$ cat config.mk
export PLATFORM = sky130hd
export DESIGN_NAME = cu_fsm_mc_flat
export DESIGN_NICKNAME = d
export VERILOG_FILES = /design/src/rtl/cu_fsm_mc_pkg.sv /design/src/rtl/cu_fsm_mc_if.sv /design/src/rtl/cu_fsm_mc_irq_prio_enc.sv /design/src/rtl/cu_fsm_mc.sv /design/src/flat_wrapper.sv
export SDC_FILE = /design/constraint.sdc
export NUM_CORES = 1
export LEC_CHECK = 0
export CAP_MARGIN = 10
export CORE_AREA = 2 2 39 41
export CTS_CLUSTER_SIZE = 20
export DETAILED_ROUTE_END_ITERATION = 6
export DIE_AREA = 0 0 41 43
export DONT_BUFFER_PORTS = 1
export HOLD_SLACK_MARGIN = 0.15
export SLEW_MARGIN = 30
export SYNTH_ARGS = -nofsm -noshare
export SYNTH_HDL_FRONTEND = slang
export SYNTH_SLANG_ARGS = --single-unit
$ cat constraint.sdc
create_clock -name CLK -period 1.88 [get_ports CLK]
set_input_delay 0.376 -clock CLK [delete_from_list [all_inputs] [get_ports CLK]]
set_output_delay 0.376 -clock CLK [all_outputs]
set_load 0.005 [all_outputs]
$ cat src/rtl/cu_fsm_mc_pkg.sv
// Shared types for the OTTER multicycle control unit.
// Contents: RV32I major opcodes, the control FSM states and the SYSTEM func3 codes.
package otter_pkg;

    typedef enum logic [6:0] {
        LUI    = 7'b0110111,
        AUIPC  = 7'b0010111,
        JAL    = 7'b1101111,
        JALR   = 7'b1100111,
        BRANCH = 7'b1100011,
        LOAD   = 7'b0000011,
        STORE  = 7'b0100011,
        OP_IMM = 7'b0010011,
        OP     = 7'b0110011,
        SYSTEM = 7'b1110011
    } opcode_t;

    typedef enum logic [2:0] {
        FETCH      = 3'd0,
        EXECUTE    = 3'd1,
        MEM_WAIT   = 3'd2,
        WRITE_BACK = 3'd3,
        INTERRUPT  = 3'd4
    } cu_state_t;

    localparam logic [2:0] F3_PRIV  = 3'b000;
    localparam logic [2:0] F3_CSRRW = 3'b001;
    localparam logic [2:0] F3_CSRRS = 3'b010;
    localparam logic [2:0] F3_CSRRC = 3'b011;

    function automatic logic is_csr_f3(input logic [2:0] f3);
        return (f3 == F3_CSRRW) || (f3 == F3_CSRRS) || (f3 == F3_CSRRC);
    endfunction

endpackage

$ cat src/rtl/cu_fsm_mc_if.sv
// Instruction/handshake inputs and strobe outputs of the control unit.
// The slave modport is the control unit; the master modport is the core datapath side.
interface cu_fsm_mc_if #(
    parameter int NUM_IRQ = 4
);
    localparam int IRQ_W = $clog2(NUM_IRQ);

    logic [31:0]        DIN;
    logic               IMEM_RDY;
    logic               DMEM_RDY;
    logic [NUM_IRQ-1:0] IRQ;
    logic [NUM_IRQ-1:0] IRQ_MASK;
    logic               MIE;

    logic               PC_WRITE;
    logic               REG_WRITE;
    logic               MEM_WRITE;
    logic               MEM_READ1;
    logic               MEM_READ2;
    logic               CSR_WRITE;
    logic               INT_TAKEN;
    logic               ILLEGAL;
    logic [IRQ_W-1:0]   INT_CAUSE;
    logic               INT_EXC;

    modport slave (
        input  DIN, IMEM_RDY, DMEM_RDY, IRQ, IRQ_MASK, MIE,
        output PC_WRITE, REG_WRITE, MEM_WRITE, MEM_READ1, MEM_READ2,
               CSR_WRITE, INT_TAKEN, ILLEGAL, INT_CAUSE, INT_EXC
    );

    modport master (
        output DIN, IMEM_RDY, DMEM_RDY, IRQ, IRQ_MASK, MIE,
        input  PC_WRITE, REG_WRITE, MEM_WRITE, MEM_READ1, MEM_READ2,
               CSR_WRITE, INT_TAKEN, ILLEGAL, INT_CAUSE, INT_EXC
    );

endinterface

$ cat src/rtl/cu_fsm_mc_irq_prio_enc.sv
// Fixed-priority encoder for pending interrupt lines; the lowest set index wins.
module irq_prio_enc #(
    parameter  int N = 4,
    localparam int W = $clog2(N)
) (
    input  logic [N-1:0] pending,
    output logic         valid,
    output logic [W-1:0] idx
);

    always_comb begin
        valid = |pending;
        idx   = '0;
        // Scan downward so the lowest pending index is the last one written.
        for (int i = N - 1; i >= 0; i--) begin
            if (pending[i]) idx = i[W-1:0];
        end
    end

endmodule

$ cat src/rtl/cu_fsm_mc.sv
// OTTER RV32I multicycle control FSM with memory wait states, prioritised
// maskable interrupts and illegal-opcode trapping.
module cu_fsm_mc
    import otter_pkg::*;
#(
    parameter int NUM_IRQ = 4
) (
    input  logic         CLK,
    input  logic         RST,
    cu_fsm_mc_if.slave   bus
);

    localparam int IRQ_W = $clog2(NUM_IRQ);

    cu_state_t          ps;
    cu_state_t          ns;
    logic [6:0]         opcode;
    logic [2:0]         func3;
    logic [NUM_IRQ-1:0] pending;
    logic               pend_valid;
    logic [IRQ_W-1:0]   pend_idx;
    logic               boundary;
    logic               take_irq;
    logic               take_exc;
    logic [IRQ_W-1:0]   int_cause_q;
    logic               int_exc_q;

    logic pc_write, reg_write, mem_write, mem_read1, mem_read2;
    logic csr_write, int_taken, illegal;

    assign opcode  = bus.DIN[6:0];
    assign func3   = bus.DIN[14:12];
    assign pending = bus.IRQ & bus.IRQ_MASK & {NUM_IRQ{bus.MIE}};

    irq_prio_enc #(.N(NUM_IRQ)) u_prio (
        .pending (pending),
        .valid   (pend_valid),
        .idx     (pend_idx)
    );

    always_ff @(posedge CLK or posedge RST) begin
        if (RST) begin
            ps          <= FETCH;
            int_cause_q <= '0;
            int_exc_q   <= 1'b0;
        end else begin
            ps <= ns;
            if (take_exc) begin
                int_cause_q <= '0;
                int_exc_q   <= 1'b1;
            end else if (take_irq) begin
                int_cause_q <= pend_idx;
                int_exc_q   <= 1'b0;
            end
        end
    end

    always_comb begin
        ns        = FETCH;
        pc_write  = 1'b0;
        reg_write = 1'b0;
        mem_write = 1'b0;
        mem_read1 = 1'b0;
        mem_read2 = 1'b0;
        csr_write = 1'b0;
        int_taken = 1'b0;
        illegal   = 1'b0;
        boundary  = 1'b0;
        take_irq  = 1'b0;
        take_exc  = 1'b0;

        // Strobes are forced low for the whole time reset is held.
        if (!RST) begin
            case (ps)
                FETCH: begin
                    mem_read1 = 1'b1;
                    ns        = bus.IMEM_RDY ? EXECUTE : FETCH;
                end

                EXECUTE: begin
                    case (opcode)
                        LUI, AUIPC, JAL, JALR, OP_IMM, OP: begin
                            pc_write  = 1'b1;
                            reg_write = 1'b1;
                            boundary  = 1'b1;
                        end
                        BRANCH: begin
                            pc_write = 1'b1;
                            boundary = 1'b1;
                        end
                        SYSTEM: begin
                            if (is_csr_f3(func3)) begin
                                pc_write  = 1'b1;
                                reg_write = 1'b1;
                                csr_write = 1'b1;
                                boundary  = 1'b1;
                            end else if (func3 == F3_PRIV) begin
                                pc_write = 1'b1;
                                boundary = 1'b1;
                            end else begin
                                illegal  = 1'b1;
                                take_exc = 1'b1;
                            end
                        end
                        LOAD: begin
                            mem_read2 = 1'b1;
                            ns        = bus.DMEM_RDY ? WRITE_BACK : MEM_WAIT;
                        end
                        STORE: begin
                            mem_write = 1'b1;
                            if (bus.DMEM_RDY) begin
                                pc_write = 1'b1;
                                boundary = 1'b1;
                            end else begin
                                ns = MEM_WAIT;
                            end
                        end
                        default: begin
                            illegal  = 1'b1;
                            take_exc = 1'b1;
                        end
                    endcase
                end

                MEM_WAIT: begin
                    if (opcode == STORE) begin
                        mem_write = 1'b1;
                        if (bus.DMEM_RDY) begin
                            pc_write = 1'b1;
                            boundary = 1'b1;
                        end else begin
                            ns = MEM_WAIT;
                        end
                    end else begin
                        mem_read2 = 1'b1;
                        ns        = bus.DMEM_RDY ? WRITE_BACK : MEM_WAIT;
                    end
                end

                WRITE_BACK: begin
                    pc_write  = 1'b1;
                    reg_write = 1'b1;
                    boundary  = 1'b1;
                end

                INTERRUPT: begin
                    pc_write  = 1'b1;
                    int_taken = 1'b1;
                    ns        = FETCH;
                end

                default: ns = FETCH;
            endcase

            // An exception wins over any pending interrupt and ignores MIE.
            if (take_exc) begin
                ns = INTERRUPT;
            end else if (boundary && pend_valid) begin
                take_irq = 1'b1;
                ns       = INTERRUPT;
            end
        end
    end

    assign bus.PC_WRITE  = pc_write;
    assign bus.REG_WRITE = reg_write;
    assign bus.MEM_WRITE = mem_write;
    assign bus.MEM_READ1 = mem_read1;
    assign bus.MEM_READ2 = mem_read2;
    assign bus.CSR_WRITE = csr_write;
    assign bus.INT_TAKEN = int_taken;
    assign bus.ILLEGAL   = illegal;
    assign bus.INT_CAUSE = int_cause_q;
    assign bus.INT_EXC   = int_exc_q;

endmodule

$ cat src/flat_wrapper.sv
// flat-port wrapper written by rule: the top's interface ports become plain ports
module cu_fsm_mc_flat import otter_pkg::*;
#(
    parameter int NUM_IRQ = 4
)
  (CLK, RST, bus_DIN, bus_IMEM_RDY, bus_DMEM_RDY, bus_IRQ, bus_IRQ_MASK, bus_MIE, bus_PC_WRITE, bus_REG_WRITE, bus_MEM_WRITE, bus_MEM_READ1, bus_MEM_READ2, bus_CSR_WRITE, bus_INT_TAKEN, bus_ILLEGAL, bus_INT_CAUSE, bus_INT_EXC);
  cu_fsm_mc_if #(.NUM_IRQ(NUM_IRQ)) bus_i ();
  input  logic CLK;
  input  logic RST;
  input wire logic [$bits(bus_i.DIN)-1:0] bus_DIN;
  input wire logic [$bits(bus_i.IMEM_RDY)-1:0] bus_IMEM_RDY;
  input wire logic [$bits(bus_i.DMEM_RDY)-1:0] bus_DMEM_RDY;
  input wire logic [$bits(bus_i.IRQ)-1:0] bus_IRQ;
  input wire logic [$bits(bus_i.IRQ_MASK)-1:0] bus_IRQ_MASK;
  input wire logic [$bits(bus_i.MIE)-1:0] bus_MIE;
  output wire logic [$bits(bus_i.PC_WRITE)-1:0] bus_PC_WRITE;
  output wire logic [$bits(bus_i.REG_WRITE)-1:0] bus_REG_WRITE;
  output wire logic [$bits(bus_i.MEM_WRITE)-1:0] bus_MEM_WRITE;
  output wire logic [$bits(bus_i.MEM_READ1)-1:0] bus_MEM_READ1;
  output wire logic [$bits(bus_i.MEM_READ2)-1:0] bus_MEM_READ2;
  output wire logic [$bits(bus_i.CSR_WRITE)-1:0] bus_CSR_WRITE;
  output wire logic [$bits(bus_i.INT_TAKEN)-1:0] bus_INT_TAKEN;
  output wire logic [$bits(bus_i.ILLEGAL)-1:0] bus_ILLEGAL;
  output wire logic [$bits(bus_i.INT_CAUSE)-1:0] bus_INT_CAUSE;
  output wire logic [$bits(bus_i.INT_EXC)-1:0] bus_INT_EXC;
  assign bus_i.DIN = bus_DIN;
  assign bus_i.IMEM_RDY = bus_IMEM_RDY;
  assign bus_i.DMEM_RDY = bus_DMEM_RDY;
  assign bus_i.IRQ = bus_IRQ;
  assign bus_i.IRQ_MASK = bus_IRQ_MASK;
  assign bus_i.MIE = bus_MIE;
  assign bus_PC_WRITE = bus_i.PC_WRITE;
  assign bus_REG_WRITE = bus_i.REG_WRITE;
  assign bus_MEM_WRITE = bus_i.MEM_WRITE;
  assign bus_MEM_READ1 = bus_i.MEM_READ1;
  assign bus_MEM_READ2 = bus_i.MEM_READ2;
  assign bus_CSR_WRITE = bus_i.CSR_WRITE;
  assign bus_INT_TAKEN = bus_i.INT_TAKEN;
  assign bus_ILLEGAL = bus_i.ILLEGAL;
  assign bus_INT_CAUSE = bus_i.INT_CAUSE;
  assign bus_INT_EXC = bus_i.INT_EXC;
  cu_fsm_mc #(.NUM_IRQ(NUM_IRQ)) u_core (.CLK(CLK), .RST(RST), .bus(bus_i));
endmodule
# After elaboration in Yosys (flattened, before gate mapping)
# Index checks and enable logic that the tools add are counted.
# totals
reg_bits,6
word_cells,88
input_bits,45
# classes
n_eq_ne,17
muxes,54
n_reduce_logical,12
bitwise_logic,2
# ops
cell,count
$mux 1,34
$eq 7x7->1 const B,4
$eq 7x6->1 const B,3
$eq 7x5->1 const B,2
$mux 2,7
$eq 3x2->1 const B,4
$mux 3,4
$pmux 1 s3,3
$pmux 3 s3,1
$reduce_or 9->1,1
$and 4x4->4,2
$pmux 1 s2,4
$eq 7x2->1 const B,1
$reduce_or 7->1,1
$eq 3x1->1 const B,2
$logic_not 3->1,2
$pmux 3 s2,1
$reduce_or 6->1,1
$reduce_or 2->1,2
$reduce_or 4->1,1
$eq 3x3->1 const B,1
$logic_or 1x1->1,2
$reduce_bool 2->1,1
$logic_and 1x1->1,1

# Depth between registers and ports, before layout
# Gate-level depths: netlist of the first run.
# logic_depth
depth_word,13
mapped_depth,6
mapped_depth_nobuf,5

# Modules after synthesis
# Synthesis of the first run repeated with hierarchy kept, for this count alone.
# unflattened
hier_cells,81
area_unflattened_um2,621.8
# by_module_without_submodules
mod,seq_area_each_um2,cells_each,n_inst,area_per_inst_um2
cu_fsm_mc,150.1,74,1,586.8
irq_prio_enc,0.0,7,1,35.0

# Worst setup path before layout of the first run
# Ideal clock, no wire load.
# synth_timing
kind,input-to-output
startpoint,input bus_DIN[2]
endpoint,output bus_REG_WRITE
cell_stages,4
setup_slack_ns,0.237
required_time_ns,1.504
t_arrival_ns,1.267
path_buffers,0
path_cell_list,and4bb_4 -> nand3_1 -> nor3_1 -> o21bai_1
# synth_via
elab_chain_len,5
# synth_lines
element,line,rtl
start: declaration,flat_wrapper.sv:10,input wire logic [$bits(bus_i.DIN)-1:0] bus_DIN;
$eq 7x6->1 (tied with other cells),cu_fsm_mc.sv:81,case (opcode)
$reduce_or 6->1,-,
$pmux 1 s2 (*),cu_fsm_mc.sv:81,
$pmux 1 s2 (*),cu_fsm_mc.sv:74,case (ps)
$mux 1 (*),cu_fsm_mc.sv:73,if (!RST) begin
end: declaration,flat_wrapper.sv:17,output wire logic [$bits(bus_i.REG_WRITE)-1:0] bus_REG_WRITE;
# Mark *: on every way between the ends. The rest lies on a longest branch, timed or not.

# Worst setup path after layout of the first run
# layout_timing
startpoint,register u_core.ps[0]
endpoint,output bus_MEM_READ2
# layout_via
elab_chain_len,3
# layout_lines
element,line,rtl
start: declaration,cu_fsm_mc.sv:15,cu_state_t ps;
start signal: assignment,cu_fsm_mc.sv:47,ps <= ns;
$eq 3x2->1 or $eq 3x1->1 (tied branches),cu_fsm_mc.sv:74,
$pmux 1 s2 (*),cu_fsm_mc.sv:74,
$mux 1 (*),cu_fsm_mc.sv:73,
end: declaration,flat_wrapper.sv:20,output wire logic [$bits(bus_i.MEM_READ2)-1:0] bus_MEM_READ2;
# Marks and branches as above.

==> impl_metrics.yaml, run 1 <==
status:
  outcome: "finished, final reports clean"
clock_tree:
  h-tree-depth: 1
  clkSinkCount: 6
  clock-root-buffer: "clkbuf_4"
  cts_tree: "yes"
  cts_buffers: 3
  clk_latency_ns: 0.23
  clkTransAtPathRegs_ns: 0.04
  max-clock-path-buffers: 2
setup_path:
  crit_path_max_fanout: 11
  crit_chain: "nor2b_2 -> a31oi_2 -> o2bb2ai_2 -> and2_1"
  critPathCaptureType: "output pin"
  critPathRequiredTime_ns: 1.50
  critPathBufInv: 0
  worstSetupStartpointType: "flip-flop"
  crit_start: "u_core.ps[0]$_DFF_PP0_"
  worstSetupPathType: "reg2out"
  r2r-start: "u_core.ps[1]$_DFF_PP0_"
  critical_path.max_stage_delay_ns: 0.46
  worstPathArrival_ns: 1.41
  cp_slowest_cell: "dfrtp_2"
  critPathTopFamily: "flip-flops"
sta:
  setup_ws_ns: 0.0985
  tightestPinTransition_ns: 0.383
  fmax_mhz: 561
  setup_violations: 0
  finClkSkew_ns: 0.000974
  hold_ws_ns: 0.203
  rsz0062_at_grt: "false"
  period_minus_slack_ns: 1.78
  final_max_slew_viol_count: 0
  hold_viol: 0
  setup-tns-final_ns: 0
  fin_crit_sh_pct: 94.8
  slew_headroom_pct: 74.4
layout:
  final.fill_count: 147
  n_antenna_cell: 0
  syn_to_final_growth_pct: 13.3
  mostFrequentLayoutCells: "nand2_1, o21ai_0, a21oi_1"
  fin_nets: 129
  drive_above_1_share_pct: 30.5
  layout_commonest_cell: "nand2_1"
floorplan:
  die_h_um: 43
  start_util_pct: 46.2
  io_pins: 56
  die-area_um2: 1760
  core-area_um2: 1380
  rows: 14
  die_width_um: 41
placement:
  io_buffers: 0
  dp_hpwl_um: 1310
  place.gp.congestion: 0.808
  dp_slack_ns: 0.160
grt:
  gr-total-overflow: 0
  grt_pass1_wl_um: 2420
  grt_usage_pct: 20.4
  grt_max_degree: 12
  grt_pass1_vias: 578
  antenna_found_initial: 0
routing:
  drtIter0Drc: 9
  routed_wl_um: 1600
  ant_nets: 0
  drt-wirelength-per-cell_um: 16.3
  drc: 0
  num_vias: 626
  drt_first_pass_iters: 4
  vias_per_cell: 6.39
worst_hold_path:
  worstHoldPathType: "in2reg"
  worstHoldStart: "RST"
synth:
  yosysWarningCount: 0
  syn_avg_cell_area_um2: 8.20
  synth_cells: 78
  ys_types: 37
  ys_seq_elements: 6
  netlist_area_um2: 639
  synth_seq_area_share_pct: 23.5
  synth_nets: 123
pwr:
  switching_share_pct: 27.2
  clock_power_share_pct: 32.4
  switchingPower_uw: 92.5
  leakage_nw: 0.259
  power_uw: 340
  p_seq_share_pct: 45.8
  power.density_nw_per_um2: 469
  internal_power_uw: 247
  ir_worst_vdd_v: 0.000302
  pwr-share-comb_pct: 21.8
job:
  cap_viol_max_count: 0
-- repair_timing --
item	in CTS	in global routing
cloned	0	0
endpoints found under the hold margin	6	0
buffers inserted	0	0
setup endpoints to repair	1	4
gates resized for setup	1	7
hold buffers	1	0
pin swaps	0	1
-- routing by layer --
metal	global-route usage, %	vias to the layer above	share of wire [%]
met5	0	-	0
met4	10.0	0	0
met3	5.24	0	6.3
met2	31.9	18	51
met1	24.5	297	43
li1	-	311	-
-- Yosys cell counts --
master      n  share of area (%)
o2bb2ai_1   1                1.4
nor4b_2     1                2.3
nand3b_1    1                1.2
a21boi_2    1                1.8
nor3_1      4                3.1
and4_4      1                1.8
nor4_1      1               0.98
nor4b_1     1                1.4
o21bai_1    1                1.2
nor3b_2     2                3.9
and4b_1     1                1.6
and4bb_4    1                2.5
a31oi_1     2                2.0
nand3_1     2                1.6
and4_1      2                2.7
buf_2       2                1.6
o32a_1      1                1.6
nor2b_1     3                2.9
a21oi_1     5                3.9
nand2_2     1               0.98
dfrtp_1     6                 23
o221ai_1    2                2.7
a32oi_1     1                1.4
nor3b_1     1                1.2
o21ai_0     6                4.7
or2b_1      1                1.2
inv_1       3                1.8
nor2_2      1               0.98
a222oi_1    1                1.6
o211ai_2    1                2.0
nor2_1      4                2.3
a41oi_4     1                4.3
a21o_2      1                1.4
nand2_1    12                7.0
and2_1      1               0.98
a22o_2      1                1.6
a21o_1      1                1.2
-- registers in the layout, indices dropped and copies added, names as in the netlist --
register and cells:
u_core.ps 3, u_core.bus.INT_EXC 1, u_core.bus.INT_CAUSE 2
-- worst reg2reg max path, stage by stage, from the launching register on --
cell	delay, ns
dfrtp_2	0.48
nor2b_2	0.25
a31oi_2	0.08
o2bb2ai_2	0.18
a31oi_1	0.14
nor4b_2	0.26
-- worst paths after layout --
kind / depth (start not counted) / to / slack, ns
hold reg to reg: 1 / u_core.bus.INT_EXC$_DFFE_PP0P_ / 0.54
hold / removal: 1 / u_core.ps[2]$_DFF_PP0_ / 0.20
setup reg to reg: 5 / u_core.ps[0]$_DFF_PP0_ / 0.39
setup / recovery: 4 / bus_MEM_READ2 / 0.1
min in group asynchronous: 2 / u_core.bus.INT_CAUSE[0]$_DFFE_PP0P_ / 0.49
max in group asynchronous: 2 / u_core.ps[1]$_DFF_PP0_ / 1.17
-- metrics by stage --
stage / util [%] / cells / instance area [um2]
after global routing: 52.4 / 98 / 724
after floorplan: - / 78 / 639
after global placement: 48.0 / 94 / 664
after detailed placement: 48.0 / 94 / 664
after CTS: 50.5 / 98 / 698
final: 52.4 / 98 / 724
-- power groups by stage --
stage                     Combinational [mW]  Sequential, mW  Clock (mW)
after global routing                  0.0836           0.158       0.125
after detailed placement              0.0713           0.156           0
after global placement                0.0690           0.156           0
after floorplan                       0.0613           0.150           0
after CTS                             0.0730           0.155       0.119
final                                 0.0741           0.156       0.110
-- logic make-up (layout without fill, tap and decap cells) --
logic type	count (synthesis)	after routing	share of synthesized area [%]
compound gates	26	26	32.5
buf+inv	5	9	3.33
flops	6	6	23.5
simple gates	41	41	40.7
-- layout make-up --
cell class / count / area, um2 / share of cell area, %
multi-input combinational: 67 / 493 / 68.0
sequential: 6 / 153 / 21.1
timing repair buffer: 3 / 25.0 / 3.45
clock buffer: 3 / 22.5 / 3.11
tap: 16 / 20.0 / 2.76
inverter: 3 / 11.3 / 1.55
No activity file was read; power rests on OpenSTA's default activity.
==> run 2, diff against run 1 <==
ABC_AREA = 1   (was default)
==> run 2 against run 1 <==
Compared with the run above:
- count of clock-buffer cells in the layout unchanged
- non-clock buffer count up 1
- worst setup slack worse by 0.023 ns
- sequential power hardly changed
- clock skew rose by 0.0052 ns
- die area unchanged
- clock power up 10%
- synthesized cell count rose by 28%
- register-to-register slack improved by 0.09 ns
- first-iteration DRC count shrank 89%
- critical path type is now in2out
- critical endpoint is now bus_ILLEGAL
- largest power group unchanged
==> impl_metrics.yaml, run 2 <==
routing:
  drc: 0
  vias_per_cell: 5.24
  num_vias: 639
  drt-wirelength-per-cell_um: 10.9
  drtIter0Drc: 1
  drt_first_pass_iters: 2
  ant_nets: 0
  routed_wl_um: 1340
setup_path:
  crit_start: "RST"
  r2r-start: "u_core.ps[2]$_DFF_PP0_"
  critPathBufInv: 3
  crit_path_max_fanout: 10
  worstPathArrival_ns: 1.43
  crit_chain: "dlygate4sd3_1 -> inv_1 -> nand2_4 -> inv_1"
  critPathTopFamily: "buffers and inverters"
  cp_common_cell: "inv_1"
  critPathRequiredTime_ns: 1.50
  worstSetupStartpointType: "input port"
  critPathCaptureType: "output pin"
  critical_path.max_stage_delay_ns: 0.53
  cp_slowest_cell: "dlygate4sd3_1"
  worstSetupPathType: "in2out"
synth:
  netlist_area_um2: 612
  yosysWarningCount: 0
  synth_seq_area_share_pct: 24.5
  synth_nets: 145
  syn_avg_cell_area_um2: 6.12
  synth_top_area_share_pct: 24.5
  synth_flop_cell: "dfrtp_1"
  synth_cells: 100
  synthTopCellsByArea: "dfrtp_1, nand2_1, inv_1, nand3_1, nor2_1"
  async_flop_share_pct: 100
  ys_seq_elements: 6
  ys_types: 24
  synth.most_common_cell: "nand2_1"
  yosys.area.top_type: "dfrtp_1"
  synth_edf_count: 0
  synth.cells.most_frequent: "nand2_1, inv_1, nand3_1, nor2_1, dfrtp_1"
grt:
  grt_pass1_wl_um: 2180
  grt_pass1_vias: 603
  antenna_found_initial: 0
  grt_usage_pct: 18.0
  grt_max_degree: 11
  gr-total-overflow: 0
pwr:
  ir_worst_vdd_v: 0.000322
  p_seq_share_pct: 44.4
  clock_power_share_pct: 34.1
  switching_share_pct: 30.3
  power.density_nw_per_um2: 504
  leakage_nw: 0.396
  power_uw: 354
  switchingPower_uw: 107
  pwr-share-comb_pct: 21.5
  internal_power_uw: 247
layout:
  top_register: "u_core.ps"
  syn_to_final_growth_pct: 14.7
  mostFrequentLayoutCells: "nand2_1, inv_1, nand3_1"
  layout_commonest_cell: "nand2_1"
  n_antenna_cell: 0
  final_core_util_pct: 50.7
  largest_reg_flops: 3
  final_cells: 122
  fin_nets: 153
  drive_above_1_share_pct: 25.5
sta:
  fin_crit_sh_pct: 96.0
  final_max_slew_viol_count: 0
  slew_headroom_pct: 73.0
  period_minus_slack_ns: 1.80
  rsz0062_at_grt: "true"
  hold_viol: 0
  fmax_mhz: 554
  tightestPinTransition_ns: 0.404
  finClkSkew_ns: 0.00616
  setup_ws_ns: 0.0753
  setup_violations: 0
  hold_ws_ns: 0.201
status:
  outcome: "finished, final reports clean"
placement:
  place.gp.congestion: 0.809
  dp.cells: 117
  io_buffers: 0
  dp_slack_ns: 0.175
  dp_hpwl_um: 1120
clock_tree:
  cts_buffers: 3
  cts_tree: "yes"
  clk_latency_ns: 0.25
  h-tree-depth: 1
  clkTransAtPathRegs_ns: 0.04
  clock-root-buffer: "clkbuf_4"
  max-clock-path-buffers: 2
  clkSinkCount: 6
floorplan:
  die_width_um: 41
  rows: 14
  core-area_um2: 1380
  die_h_um: 43
  io_pins: 56
  die-area_um2: 1760
  start_util_pct: 44.2
worst_hold_path:
  worstHoldStart: "RST"
  worstHoldPathType: "in2reg"
job:
  cap_viol_max_count: 0
[run 2: changes by cell type after synthesis, moves of 3 or more]
cell | previous run | this run
nand3_1 | 2 | 13
inv_1 | 3 | 18
o21ai_0 | 6 | 2
nor2b_1 | 3 | 0
nand2_1 | 12 | 24
nand3_2 | 0 | 3
nor2_1 | 4 | 9
[run 2: path summary, 6_finish.rpt]
path / to / slack (ns) / cells past startpoint
worst max-delay path: bus_ILLEGAL / 0.08 / 4
worst min-delay path: u_core.ps[1]$_DFF_PP0_ / 0.20 / 1
worst max register to register: u_core.bus.INT_CAUSE[1]$_DFFE_PP0P_ / 0.48 / 9
worst min register to register: u_core.bus.INT_EXC$_DFFE_PP0P_ / 0.52 / 2
max in group asynchronous: u_core.ps[2]$_DFF_PP0_ / 1.02 / 2
min in group asynchronous: u_core.bus.INT_CAUSE[1]$_DFFE_PP0P_ / 0.56 / 2
[run 2: timing repair]
action                     in CTS  in global routing
pin swaps                       0                  1
setup endpoints to repair       1                  4
hold endpoints to repair        6                  0
resized for setup               1                  7
hold buffers                    1                  0
setup buffers                   0                  1
[run 2: through the flow]
| stage | instance area (um2) | TNS (ns) |
|---|---|---|
| floorplan | 612 | 0 |
| detailed placement | 642 | 0 |
| CTS | 676 | 0 |
| global route | 702 | -0.00323 |
| finish | 702 | 0 |
| global placement | 642 | 0 |
[run 2: cell type report]
type | count | area, um2
Sequential cell | 6 | 151
Inverter | 20 | 75.1
Fill cell | 150 | 682
Multi-Input combinational cell | 73 | 400
Tap cell | 16 | 20.0
Clock buffer | 3 | 22.5
Timing Repair Buffer | 4 | 32.5
[run 2: cell families (layout without fill, tap and decap cells)]
logic type	Yosys count	count (layout)	share of synthesized area [%]
flip-flops	6	6	24.5
buffers and inverters	21	27	13.1
AND/OR/NAND/NOR	62	62	50.9
AO/OA/AOI/OAI	11	11	11.5
[run 2: power by group through the flow]
stage	clock, mW	sequential (mW)	combinational [mW]
global route	0.136	0.160	0.0865
floorplan	0	0.156	0.0618
global placement	0	0.158	0.0700
detailed placement	0	0.158	0.0721
finish	0.121	0.157	0.0760
CTS	0.124	0.156	0.0748
[run 2: worst register-to-register path: stages, from the launching register on]
cell,delay (ns)
dfrtp_2,0.44
nor3_4,0.23
inv_1,0.06
o21ai_1,0.13
nand2_1,0.08
nand2_2,0.07
nand3_2,0.10
nand2_2,0.12
nand2_1,0.06
nand2_1,0.06
[run 2: routing by layer]
layer	part of all wire, %	track usage, %	routed length (um)
met2	48	28.7	641
met3	7.3	8.90	98
met5	0	0	0
met4	0	4.00	0
met1	45	20.7	595
